===== src/rtl/bus_burst_framer.sv =====
// bus_burst_framer: FIFO-buffered stream framer. Upstream words are queued
// in order and re-emitted downstream in bursts of BURST_LEN words, with
// last_src marking the final word of each burst and frame_cnt counting the
// completed bursts (wrapping at 16 bits).
// Optional feature macro: BUS_FRAMER_PARITY_EN adds the parity_src output
// (XOR of all bits of the head word).
module bus_burst_framer #(
    parameter int WIDTH     = 32,
    parameter int DEPTH     = 4,
    parameter int BURST_LEN = 4
) (
    input  logic             clk,
    input  logic             rst,
    input  logic             valid_dnt,
    input  logic [WIDTH-1:0] data_dnt,
    output logic             ready_dnt,
    output logic             valid_src,
    output logic [WIDTH-1:0] data_src,
    output logic             last_src,
    input  logic             ready_src,
    output logic [15:0]      frame_cnt
`ifdef BUS_FRAMER_PARITY_EN
    ,
    output logic             parity_src
`endif
);

    localparam int PW = $clog2(DEPTH);
    localparam int OW = PW + 1;
    localparam int BW = (BURST_LEN > 1) ? $clog2(BURST_LEN) : 1;
    localparam logic [BW-1:0] LAST_BEAT = BW'(BURST_LEN - 1);
    localparam logic [OW-1:0] FULL_OCC  = OW'(DEPTH);

    typedef enum logic {IDLE, BURST} state_t;

    // Word storage; read is asynchronous so the head word is always visible.
    logic [WIDTH-1:0] mem [DEPTH];

    logic [PW-1:0] wr_ptr_q, wr_ptr_d;
    logic [PW-1:0] rd_ptr_q, rd_ptr_d;
    logic [OW-1:0] occ_q, occ_d;
    logic [BW-1:0] beat_cnt_q, beat_cnt_d;
    state_t        state_q, state_d;
    logic [15:0]   frame_cnt_q, frame_cnt_d;

    logic accept;
    logic emit;

    // Handshake flags depend only on registered occupancy, so ready_src never
    // reaches ready_dnt combinationally.
    assign ready_dnt = (occ_q != FULL_OCC);
    assign valid_src = (occ_q != '0);
    assign data_src  = mem[rd_ptr_q];
    assign last_src  = valid_src && (beat_cnt_q == LAST_BEAT);
    assign frame_cnt = frame_cnt_q;

    assign accept = valid_dnt && ready_dnt;
    assign emit   = valid_src && ready_src;

`ifdef BUS_FRAMER_PARITY_EN
    // Parity of the head word; meaningful only while valid_src is high.
    assign parity_src = valid_src && (^data_src);
`endif

    // Next-state computation for pointers, occupancy, burst tracking and
    // the completed-burst counter.
    always_comb begin
        wr_ptr_d    = wr_ptr_q;
        rd_ptr_d    = rd_ptr_q;
        occ_d       = occ_q;
        beat_cnt_d  = beat_cnt_q;
        state_d     = state_q;
        frame_cnt_d = frame_cnt_q;

        if (accept) begin
            wr_ptr_d = wr_ptr_q + PW'(1);
        end
        if (emit) begin
            rd_ptr_d = rd_ptr_q + PW'(1);
        end

        unique case ({accept, emit})
            2'b10:   occ_d = occ_q + OW'(1);
            2'b01:   occ_d = occ_q - OW'(1);
            default: occ_d = occ_q;
        endcase

        if (emit) begin
            if (beat_cnt_q == LAST_BEAT) begin
                beat_cnt_d  = '0;
                state_d     = IDLE;
                frame_cnt_d = frame_cnt_q + 16'd1;
            end else begin
                beat_cnt_d = beat_cnt_q + BW'(1);
                state_d    = BURST;
            end
        end
    end

    // Control state registers; reset discards queued words and any partial burst.
    always_ff @(posedge clk) begin
        if (rst) begin
            wr_ptr_q    <= '0;
            rd_ptr_q    <= '0;
            occ_q       <= '0;
            beat_cnt_q  <= '0;
            state_q     <= IDLE;
            frame_cnt_q <= '0;
        end else begin
            wr_ptr_q    <= wr_ptr_d;
            rd_ptr_q    <= rd_ptr_d;
            occ_q       <= occ_d;
            beat_cnt_q  <= beat_cnt_d;
            state_q     <= state_d;
            frame_cnt_q <= frame_cnt_d;
        end
    end

    // Storage write at the tail; contents are deliberately not reset.
    always_ff @(posedge clk) begin
        if (!rst && accept) begin
            mem[wr_ptr_q] <= data_dnt;
        end
    end

endmodule


===== config.mk =====
export PLATFORM = sky130hd
export DESIGN_NAME = bus_burst_framer
export DESIGN_NICKNAME = d
export VERILOG_FILES = /design/src/rtl/bus_burst_framer.sv
export SDC_FILE = /design/constraint.sdc
export NUM_CORES = 1
export LEC_CHECK = 0
export CAP_MARGIN = 20
export CORE_AREA = 2 2 151 79
export DETAILED_ROUTE_END_ITERATION = 7
export DIE_AREA = 0 0 153 81
export HOLD_SLACK_MARGIN = 0.05
export PLACE_DENSITY_LB_ADDON = 0.2
export SYNTH_ARGS = -nofsm -noshare
export SYNTH_HDL_FRONTEND = slang
export SYNTH_SLANG_ARGS = --single-unit

===== constraint.sdc =====
create_clock -name clk -period 2.6 [get_ports clk]
set_input_delay 0.52 -clock clk [delete_from_list [all_inputs] [get_ports clk]]
set_output_delay 0.52 -clock clk [all_outputs]
set_load 0.01 [all_outputs]

==> results.py, run 1 <==
metrics = {
    "status": {
        "status": "finished clean",
    },
    "setup_path": {
        "crit_chain": "clkbuf_16, mux4_2, clkdlybuf4s50_1",
        "crit_type": "reg2out",
        "r2r_slack_ns": 0.22,
        "crit_buf_inv": 2,
        "r2r_start": "occ_q[2]",
        "timing.rr.end": "occ_q[2]",
        "cp-end-kind": "output port",
        "worstRegToRegCells": 8,
        "cp-endpoint": "data_src[3]",
        "slowest_stage": "mux4_2",
        "crit_family": "buffers and inverters",
        "crit_cells": 3,
        "start_kind": "flip-flop",
        "crit_fanout": 10,
        "arrival_ns": 2.01,
        "required_ns": 2.08,
        "crit_path_max_incr_delay_ns": 0.50,
    },
    "synthesis": {
        "synth_mux_area_share_pct": 12.9,
        "syn_nets": 359,
        "synth_top_family_by_area": "multiplexers",
        "synthArstFlopShare_pct": 0,
        "yosys.area_share.xor_xnor_pct": 1.79,
        "avgSynthCellArea_um2": 18.6,
        "syn_inst": 315,
        "synth_edf_count": 128,
        "ys.flop_type": "edfxtp_1",
        "yosysWarningCount": 0,
        "netlist_area_um2": 5860,
        "ys_types": 30,
        "ys_seq_elements": 155,
        "ys_seq_area_share_pct": 74.8,
        "synth-simple-area-share_pct": 5.61,
        "yosys.area_share.adder_pct": 1.83,
        "synth_compound_area_share_pct": 1.73,
    },
    "placement": {
        "io_buffers": 86,
        "gp_congestion": 0.751,
        "dp_hpwl_um": 7040,
    },
    "drt": {
        "finalWirelength_um": 11100,
        "vias_per_cell": 5.35,
        "dr.first_iter.drc_count": 191,
        "drc": 0,
        "vias": 3144,
        "ant_nets": 0,
        "firstDrtPassIters": 5,
        "routedWlPerCell_um": 18.9,
    },
    "cts": {
        "cts_setup_buffers": 0,
        "cts.path.max_buffers": 2,
        "postCtsHoldBufs": 0,
        "cts_root_buf": "clkbuf_16",
        "numCtsBuffers": 17,
        "cts.clk_slew.worst_paths_ns": 0.06,
        "clk_latency_ns": 0.41,
        "cts_tree": "built",
        "numClockSinks": 155,
        "cts_htree_levels": 4,
    },
    "cells_and_area": {
        "layout-drive-gt1-share_pct": 20.3,
        "post-route-util_pct": 67.5,
        "diodes": 0,
        "multi_input_area_um2": 1400,
        "num-nets-final": 470,
        "final_cell_mix": "edfxtp_1 (128), clkdlybuf4s50_1 (82), mux4_2 (32), dfxtp_1 (25), nor2_1 (20)",
        "area_growth_pct": 30.3,
        "register_area_um2": 4390,
        "layout_commonest_cell": "edfxtp_1",
        "nFillCells": 777,
    },
    "global_routing": {
        "grt-ovfl-total": 0,
        "antenna_found_initial": 1,
        "track_usage_pct": 18.9,
        "grt_max_degree": 31,
        "grt_pass1_wl_um": 17100,
        "grt_pass1_vias": 3127,
    },
    "sta": {
        "period_share_pct": 97.3,
        "tightest_slew_ns": 0.337,
        "max_freq_mhz": 395,
        "setup_viol": 0,
        "hold_viol": 0,
        "rsz0062_at_grt": "false",
        "fin_skew_ns": 0.00817,
        "finalCriticalPeriod_ns": 2.53,
        "relSlewSlack_pct": 77.3,
        "report.final.slew_viol_count": 0,
        "fin_setup_tns_ns": 0,
    },
    "worst_hold_path": {
        "worst_hold_path_type": "reg2reg",
    },
    "die": {
        "ios": 87,
        "die_area_um2": 12400,
        "initial_core_util_pct": 51.8,
        "chipWidth_um": 153,
        "rows": 28,
        "coreArea_um2": 11300,
        "die_h_um": 81,
    },
    "power": {
        "p_per_area_nw_per_um2": 914,
        "power.leakage_uw": 0.00253,
        "ir_drop_uv": 568,
    },
    "job": {
        "drv_cap": 0,
    },
}
-- per-layer routing --
layer / share of wire, % / track usage, %
met1: 48 / 26.1
met3: 5.5 / 6.51
met2: 45 / 28.3
met5: 0.12 / 0
met4: 1.4 / 6.94
-- cell usage after synthesis (3+ instances only) --
library cell	count	share of area (%)
mux4_2	32	12
nor3_1	3	0.26
nand2_1	11	0.70
clkbuf_1	8	0.51
inv_1	9	0.58
dfxtp_1	27	9.2
edfxtp_1	128	66
xor2_1	5	0.75
buf_2	3	0.26
or3_1	6	0.64
o21ai_0	5	0.43
nor2_1	20	1.3
and2_1	5	0.53
mux2_2	3	0.58
ha_1	7	1.5
a21oi_1	11	0.94
nand3_1	7	0.60
nor4_1	4	0.43
nor2b_1	3	0.32
xnor2_1	7	1.0
-- per-stage QoR --
step                hold slack (ns)  worst slack (ns)  instances  area, µm²  total power [µW]
floorplan                     0.440             0.349        315       5860              3840
global placement              0.449             0.213        556       7010              4540
detailed placement            0.459             0.148        556       7010              4570
CTS                           0.467           0.00240        587       7600              7010
global route                  0.501          0.000461        588       7640              7290
finish                        0.470            0.0697        588       7640              6980
-- sequential cells by signal, indices dropped and copies added (netlist names), named ones only --
name,flops
mem,128
frame_cnt,16
occ_q,3
beat_cnt_q,2
rd_ptr_q,2
wr_ptr_q,2
-- worst min path at each step --
| stage | start | end | slack, ns | depth (start not counted) |
|---|---|---|---|---|
| 2_1_floorplan | beat_cnt_q[1] | beat_cnt_q[1] | 0.44 | 2 |
| 3_3_place_gp | beat_cnt_q[1] | beat_cnt_q[1] | 0.45 | 2 |
| 3_5_place_dp | beat_cnt_q[1] | beat_cnt_q[1] | 0.46 | 2 |
| 4_1_cts | beat_cnt_q[1] | beat_cnt_q[1] | 0.47 | 2 |
| 5_1_grt | beat_cnt_q[1] | beat_cnt_q[1] | 0.50 | 2 |
| 6_report | beat_cnt_q[1] | beat_cnt_q[1] | 0.47 | 2 |
-- logic make-up after synthesis --
logic type	after synthesis
flip-flops	155
AND/OR/NAND/NOR	66
buffers and inverters	21
AO/OA/AOI/OAI	18
XOR/XNOR	12
adder cells (fa/ha/maj)	8
multiplexers	35
-- layout make-up --
cell class | instances | area share, %
clock buffer | 19 | 5.67
multi-input combinational | 139 | 18.4
sequential | 155 | 57.4
inverter | 9 | 0.442
timing repair buffer | 104 | 13.7
clock inverter | 12 | 1.96
tap | 150 | 2.46
-- tightest hold or removal path: cells and delay by family, from the launching register on --
family,cells,cell delay (ns)
AND/OR/NAND/NOR,1,0.05
AO/OA/AOI/OAI,1,0.05
flip-flops,1,0.32
-- timing repair --
item	in CTS	in global routing
hold endpoints to repair	0	0
gates resized for setup	3	5
setup endpoints to repair	12	23
gates cloned	0	1
-- power by group --
group,internal (µW),switching [µW]
Clock,1500,930
Combinational,926,681
Sequential,2860,88.2
No activity file was read; power rests on OpenSTA's default activity.
==> run 2: changes to the inputs <==
--- a/config.mk
+++ b/config.mk
@@ -11,6 +11,7 @@
 export DIE_AREA = 0 0 153 81
 export HOLD_SLACK_MARGIN = 0.05
 export PLACE_DENSITY_LB_ADDON = 0.2
+export SETUP_SLACK_MARGIN = 0.5
 export SYNTH_ARGS = -nofsm -noshare
 export SYNTH_HDL_FRONTEND = slang
 export SYNTH_SLANG_ARGS = --single-unit
==> results.py, run 2 (synthesis results as in run 1) <==
metrics = {
    "power": {
        "ir_drop_uv": 563,
        "p_total_uw": 7380,
        "comb_power_share_pct": 27.3,
        "seq_power_share_pct": 40.1,
        "p_per_area_nw_per_um2": 934,
        "p_int_uw": 5500,
        "clockPowerShare_pct": 32.6,
        "switching_share_pct": 25.4,
        "switching_power_uw": 1880,
        "power.leakage_uw": 0.00267,
    },
    "global_routing": {
        "grt_max_degree": 33,
        "grt_pass1_vias": 3238,
        "grt_pass1_wl_um": 17900,
        "track_usage_pct": 19.8,
        "antenna_found_initial": 0,
        "grt-ovfl-total": 0,
    },
    "die": {
        "chipWidth_um": 153,
        "die_area_um2": 12400,
        "ios": 87,
        "die_h_um": 81,
        "initial_core_util_pct": 51.8,
        "rows": 28,
        "coreArea_um2": 11300,
    },
    "cts": {
        "cts_tree": "built",
        "cts_root_buf": "clkbuf_16",
        "cts_htree_levels": 4,
        "cts.path.max_buffers": 2,
        "numClockSinks": 155,
        "cts.clk_slew.worst_paths_ns": 0.06,
        "clk_latency_ns": 0.41,
        "numCtsBuffers": 17,
    },
    "drt": {
        "ant_nets": 0,
        "firstDrtPassIters": 4,
        "dr.first_iter.drc_count": 176,
        "routedWlPerCell_um": 19.2,
        "vias": 3245,
        "finalWirelength_um": 11500,
        "vias_per_cell": 5.42,
        "drc": 0,
    },
    "sta": {
        "period_share_pct": 87.6,
        "relSlewSlack_pct": 79.0,
        "max_freq_mhz": 439,
        "setup_viol": 0,
        "hold_viol": 0,
        "fin_skew_ns": 0.0121,
        "rsz0062_at_grt": "true",
        "fin_setup_tns_ns": 0,
        "finalCriticalPeriod_ns": 2.28,
        "tightest_slew_ns": 0.313,
        "report.final.slew_viol_count": 0,
    },
    "cells_and_area": {
        "area_growth_pct": 34.7,
        "top_register": "mem",
        "post-route-util_pct": 69.8,
        "final_cell_area_um2": 7900,
        "diodes": 0,
        "num-nets-final": 480,
        "layout-drive-gt1-share_pct": 32.1,
        "largest_reg_flops": 128,
        "final_cell_mix": "edfxtp_1 (128), clkdlybuf4s50_1 (51), mux4_2 (32), buf_6 (29), dfxtp_1 (22)",
        "layout_commonest_cell": "edfxtp_1",
        "nFillCells": 718,
    },
    "worst_hold_path": {
        "hold_start": "beat_cnt_q[1]",
        "worst_hold_path_type": "reg2reg",
    },
    "setup_path": {
        "crit_type": "reg2out",
        "cp-end-kind": "output port",
        "crit_path_max_incr_delay_ns": 0.52,
        "slowest_stage": "mux4_2",
        "arrival_ns": 1.76,
        "start_kind": "flip-flop",
        "crit_chain": "buf_12, buf_8, mux4_2, buf_6",
        "r2r_start": "occ_q[0]",
        "crit_fanout": 8,
        "required_ns": 2.08,
    },
    "placement": {
        "io_buffers": 86,
        "dp_hpwl_um": 6870,
        "post_dp_cell_area_um2": 7030,
        "gp_congestion": 0.809,
    },
    "job": {
        "drv_cap": 0,
    },
    "status": {
        "status": "finished clean",
    },
}
run 2: cell count changes in the layout (fill, tap and decap cells not counted), moves of 4 or more:
cell / before / now
clkdlybuf4s50_1: 82 / 51
buf_6: 0 / 29
inv_6: 0 / 4
buf_2: 0 / 4
clkbuf_8: 0 / 4
buf_12: 2 / 8
run 2: metrics by stage:
step | hold slack (ns) | setup WS (ns) | std cells
3_5_place_dp | 0.484 | 0.142 | 551
3_3_place_gp | 0.449 | 0.204 | 551
6_report | 0.479 | 0.323 | 599
2_1_floorplan | 0.440 | 0.505 | 315
4_1_cts | 0.492 | 0.306 | 596
5_1_grt | 0.530 | 0.269 | 599
run 2: final cells by class:
type	count	area (µm²)	share of cell area, %
Sequential cell	155	4400	55.7
Multi-Input combinational cell	139	1440	18.2
Timing Repair Buffer	114	1260	15.9
Clock buffer	22	484	6.13
Tap cell	150	188	2.38
Clock inverter	10	105	1.33
Inverter	9	33.8	0.428
run 2: power groups by stage:
stage                     clock network (µW)  registers, µW  logic, µW
after CTS                               2450           2960       1960
after floorplan                            0           2960        885
after global routing                    2570           2970       2160
after detailed placement                   0           2990       1610
after global placement                     0           2980       1580
final                                   2410           2960       2020
run 2: worst paths after layout:
kind | depth (start not counted) | to | slack, ns
setup / recovery | 4 | data_src[8] | 0.32
hold / removal | 2 | beat_cnt_q[1] | 0.48
setup reg to reg | 8 | occ_q[2] | 0.52
hold reg to reg | 2 | beat_cnt_q[1] | 0.48
run 2: worst max-delay path, delay by kind of cell (launching register included):
| family | cells | cell delay [ns] |
|---|---|---|
| mux | 1 | 0.52 |
| flops | 1 | 0.42 |
| buf+inv | 3 | 0.40 |
run 2: metal layers:
metal  wire length [µm]  global-route usage [%]
met1               5510                    29.0
met2               5290                    28.7
met3                605                    5.60
met4                 80                    6.94
met5                  0                       0
run 2: what timing repair did:
action / in CTS / in global routing
hold buffers: 0 / 0
pin swaps: 2 / 3
setup endpoints to repair: 36 / 35
gates cloned: 3 / 0
setup buffers: 10 / 3
gates resized for setup: 175 / 10
==> run 3: changes to the inputs <==
--- a/config.mk
+++ b/config.mk
@@ -5,10 +5,11 @@
 export SDC_FILE = /design/constraint.sdc
 export NUM_CORES = 1
 export LEC_CHECK = 0
+export ABC_AREA = 1
 export CAP_MARGIN = 20
-export CORE_AREA = 2 2 151 79
+export CORE_AREA = 2 2 154 81
 export DETAILED_ROUTE_END_ITERATION = 7
-export DIE_AREA = 0 0 153 81
+export DIE_AREA = 0 0 156 83
 export HOLD_SLACK_MARGIN = 0.05
 export PLACE_DENSITY_LB_ADDON = 0.2
 export SETUP_SLACK_MARGIN = 0.5
==> results.py, run 3 <==
metrics = {
    "cts": {
        "cts.path.max_buffers": 2,
        "cts.clk_slew.worst_paths_ns": 0.06,
        "clk_latency_ns": 0.41,
        "numClockSinks": 155,
        "cts_htree_levels": 4,
        "postCtsHoldBufs": 0,
        "cts_root_buf": "clkbuf_16",
        "numCtsBuffers": 17,
        "cts_tree": "built",
    },
    "job": {
        "drv_cap": 0,
    },
    "setup_path": {
        "crit_chain": "buf_4, buf_12, o21ai_0, o22ai_1, buf_2",
        "crit_buf_inv": 3,
        "crit_path_max_incr_delay_ns": 0.39,
        "start_kind": "flip-flop",
        "required_ns": 2.08,
        "r2r_start": "occ_q[0]",
        "slowest_stage": "dfxtp_4",
        "crit_family": "buffers and inverters",
        "arrival_ns": 1.59,
        "crit_type": "reg2out",
        "worstRegToRegCells": 12,
        "cp-end-kind": "output port",
        "r2r_slack_ns": 0.78,
        "crit_fanout": 11,
        "timing.rr.end": "occ_q[2]",
    },
    "synthesis": {
        "yosysTopAreaCellShare_pct": 62.8,
        "synthTopCellsByArea": "edfxtp_1 (63%), dfxtp_1 (8.8%), nor2_1 (6.4%)",
        "yosysWarningCount": 0,
        "synthArstFlopShare_pct": 0,
        "ys_seq_elements": 155,
        "syn_nets": 558,
        "ys_types": 24,
        "ys.flop_type": "edfxtp_1",
        "ys_seq_area_share_pct": 71.7,
        "yosys-top-cells-count": "edfxtp_1 (128), nor2_1 (105), o21ai_0 (68)",
        "synth_edf_count": 128,
        "netlist_area_um2": 6120,
        "synth.most_common_cell": "edfxtp_1",
        "avgSynthCellArea_um2": 11.9,
        "syn_inst": 514,
        "synth_top_area_cell": "edfxtp_1",
    },
    "global_routing": {
        "grt_pass1_vias": 4097,
        "antenna_found_initial": 0,
        "grt_pass1_wl_um": 21200,
        "grt-ovfl-total": 0,
        "track_usage_pct": 21.7,
        "grt_max_degree": 25,
    },
    "cells_and_area": {
        "top_register": "mem",
        "layout_commonest_cell": "edfxtp_1",
        "num-nets-final": 670,
        "diodes": 0,
        "layout-drive-gt1-share_pct": 18.3,
        "area_growth_pct": 32.4,
        "largest_reg_flops": 128,
        "final_cell_mix": "edfxtp_1 (128), nor2_1 (101), o21ai_0 (52), clkdlybuf4s50_1 (51), nand2_1 (47)",
    },
    "sta": {
        "rsz0062_at_grt": "true",
        "relSlewSlack_pct": 71.1,
        "fin_skew_ns": 0.00909,
        "max_freq_mhz": 473,
        "holdWs_ns": 0.454,
        "finalCriticalPeriod_ns": 2.11,
        "report.final.slew_viol_count": 0,
        "hold_viol": 0,
        "fin_setup_tns_ns": 0,
        "tightest_slew_ns": 0.432,
        "setup_viol": 0,
        "period_share_pct": 81.3,
    },
    "status": {
        "status": "finished clean",
    },
    "die": {
        "initial_core_util_pct": 53.1,
        "die_h_um": 83,
        "ios": 87,
        "die_area_um2": 12900,
        "chipWidth_um": 156,
        "coreArea_um2": 11500,
        "rows": 28,
    },
    "drt": {
        "dr.first_iter.drc_count": 304,
        "firstDrtPassIters": 4,
        "routedWlPerCell_um": 17.8,
        "ant_nets": 0,
        "finalWirelength_um": 14100,
        "vias_per_cell": 5.42,
        "drc": 0,
        "vias": 4278,
    },
    "power": {
        "p_per_area_nw_per_um2": 933,
        "ir_drop_uv": 516,
        "p_total_uw": 7560,
        "power.leakage_uw": 0.00291,
    },
    "worst_hold_path": {
        "hold_start": "rd_ptr_q[1]",
        "min_path_cells": 2,
        "worst_hold_path_type": "reg2reg",
    },
    "placement": {
        "io_buffers": 86,
        "dp_hpwl_um": 8240,
        "gp_congestion": 0.833,
    },
}
run 3: cell types whose count changed after synthesis, moves of 6 or more:
cell / previous run / this run
a21oi_1: 11 / 20
mux4_2: 32 / 0
inv_1: 9 / 26
buf_2: 3 / 9
nor2_1: 20 / 105
o21ai_0: 5 / 68
nand2_1: 11 / 48
o22ai_1: 0 / 32
or3_1: 6 / 0
xnor2_1: 7 / 0
run 3: cell families (layout without fill, tap and decap cells):
logic type                 after synthesis  count (layout)  synth area share [%]
AOI/OAI and AO/OA                      123             123                  10.7
xor gates and xnor gates                 4               4                 0.573
adders and majority gates                8               8                  1.76
buffers and inverters                   50             175                  3.56
DFF                                    155             155                  71.7
and+or+nand+nor                        174             174                  11.7
run 3: area by class of cell:
cell class / count / area, µm²
flip-flops and latches: 155 / 4390
fillers: 770 / 3430
multi-input cells: 309 / 1570
repair buffers: 116 / 1170
clock buffers: 18 / 429
clock inverters: 14 / 243
well taps: 150 / 188
inverters: 27 / 106
run 3: layer usage:
layer | wire length (µm) | global-route usage [%] | vias up
li1 | - | - | 2045
met1 | 6640 | 32.2 | 2048
met2 | 6270 | 31.2 | 172
met3 | 1030 | 5.64 | 13
met4 | 120 | 7.34 | 0
met5 | 0 | 0 | -
run 3: tightest hold or removal path: stages, from the launching register on:
cell and delay (ns):
dfxtp_1 0.31, inv_1 0.05, a21oi_1 0.06
run 3: what timing repair did:
action / CTS / global route
cloned: 2 / 3
pin swaps: 7 / 15
resized for setup: 114 / 43
setup endpoints to repair: 33 / 34
setup buffers: 4 / 1
endpoints found under the hold margin: 0 / 0
run 3: metrics by stage:
stage	instances	setup slack, ns	area (µm²)	utilization, %
final	789	0.485	8100	70.3
after global routing	789	0.436	8100	70.3
after CTS	785	0.335	8060	69.9
after detailed placement	747	0.190	7290	63.3
after global placement	747	0.274	7290	63.3
after floorplan	514	0.407	6130	-
run 3: how the worst max path moves through the flow:
stage,depth (start not counted),slack [ns],to
after global placement,11,0.27,occ_q[2]
after global routing,5,0.44,data_src[16]
after CTS,5,0.33,data_src[14]
after detailed placement,11,0.19,occ_q[2]
final,5,0.49,data_src[27]
after floorplan,4,0.41,mem[0][0]
run 3: report_power, final:
group / internal [µW] / switching, µW
Sequential: 2850 / 73.7
Clock: 1810 / 998
Combinational: 784 / 1040
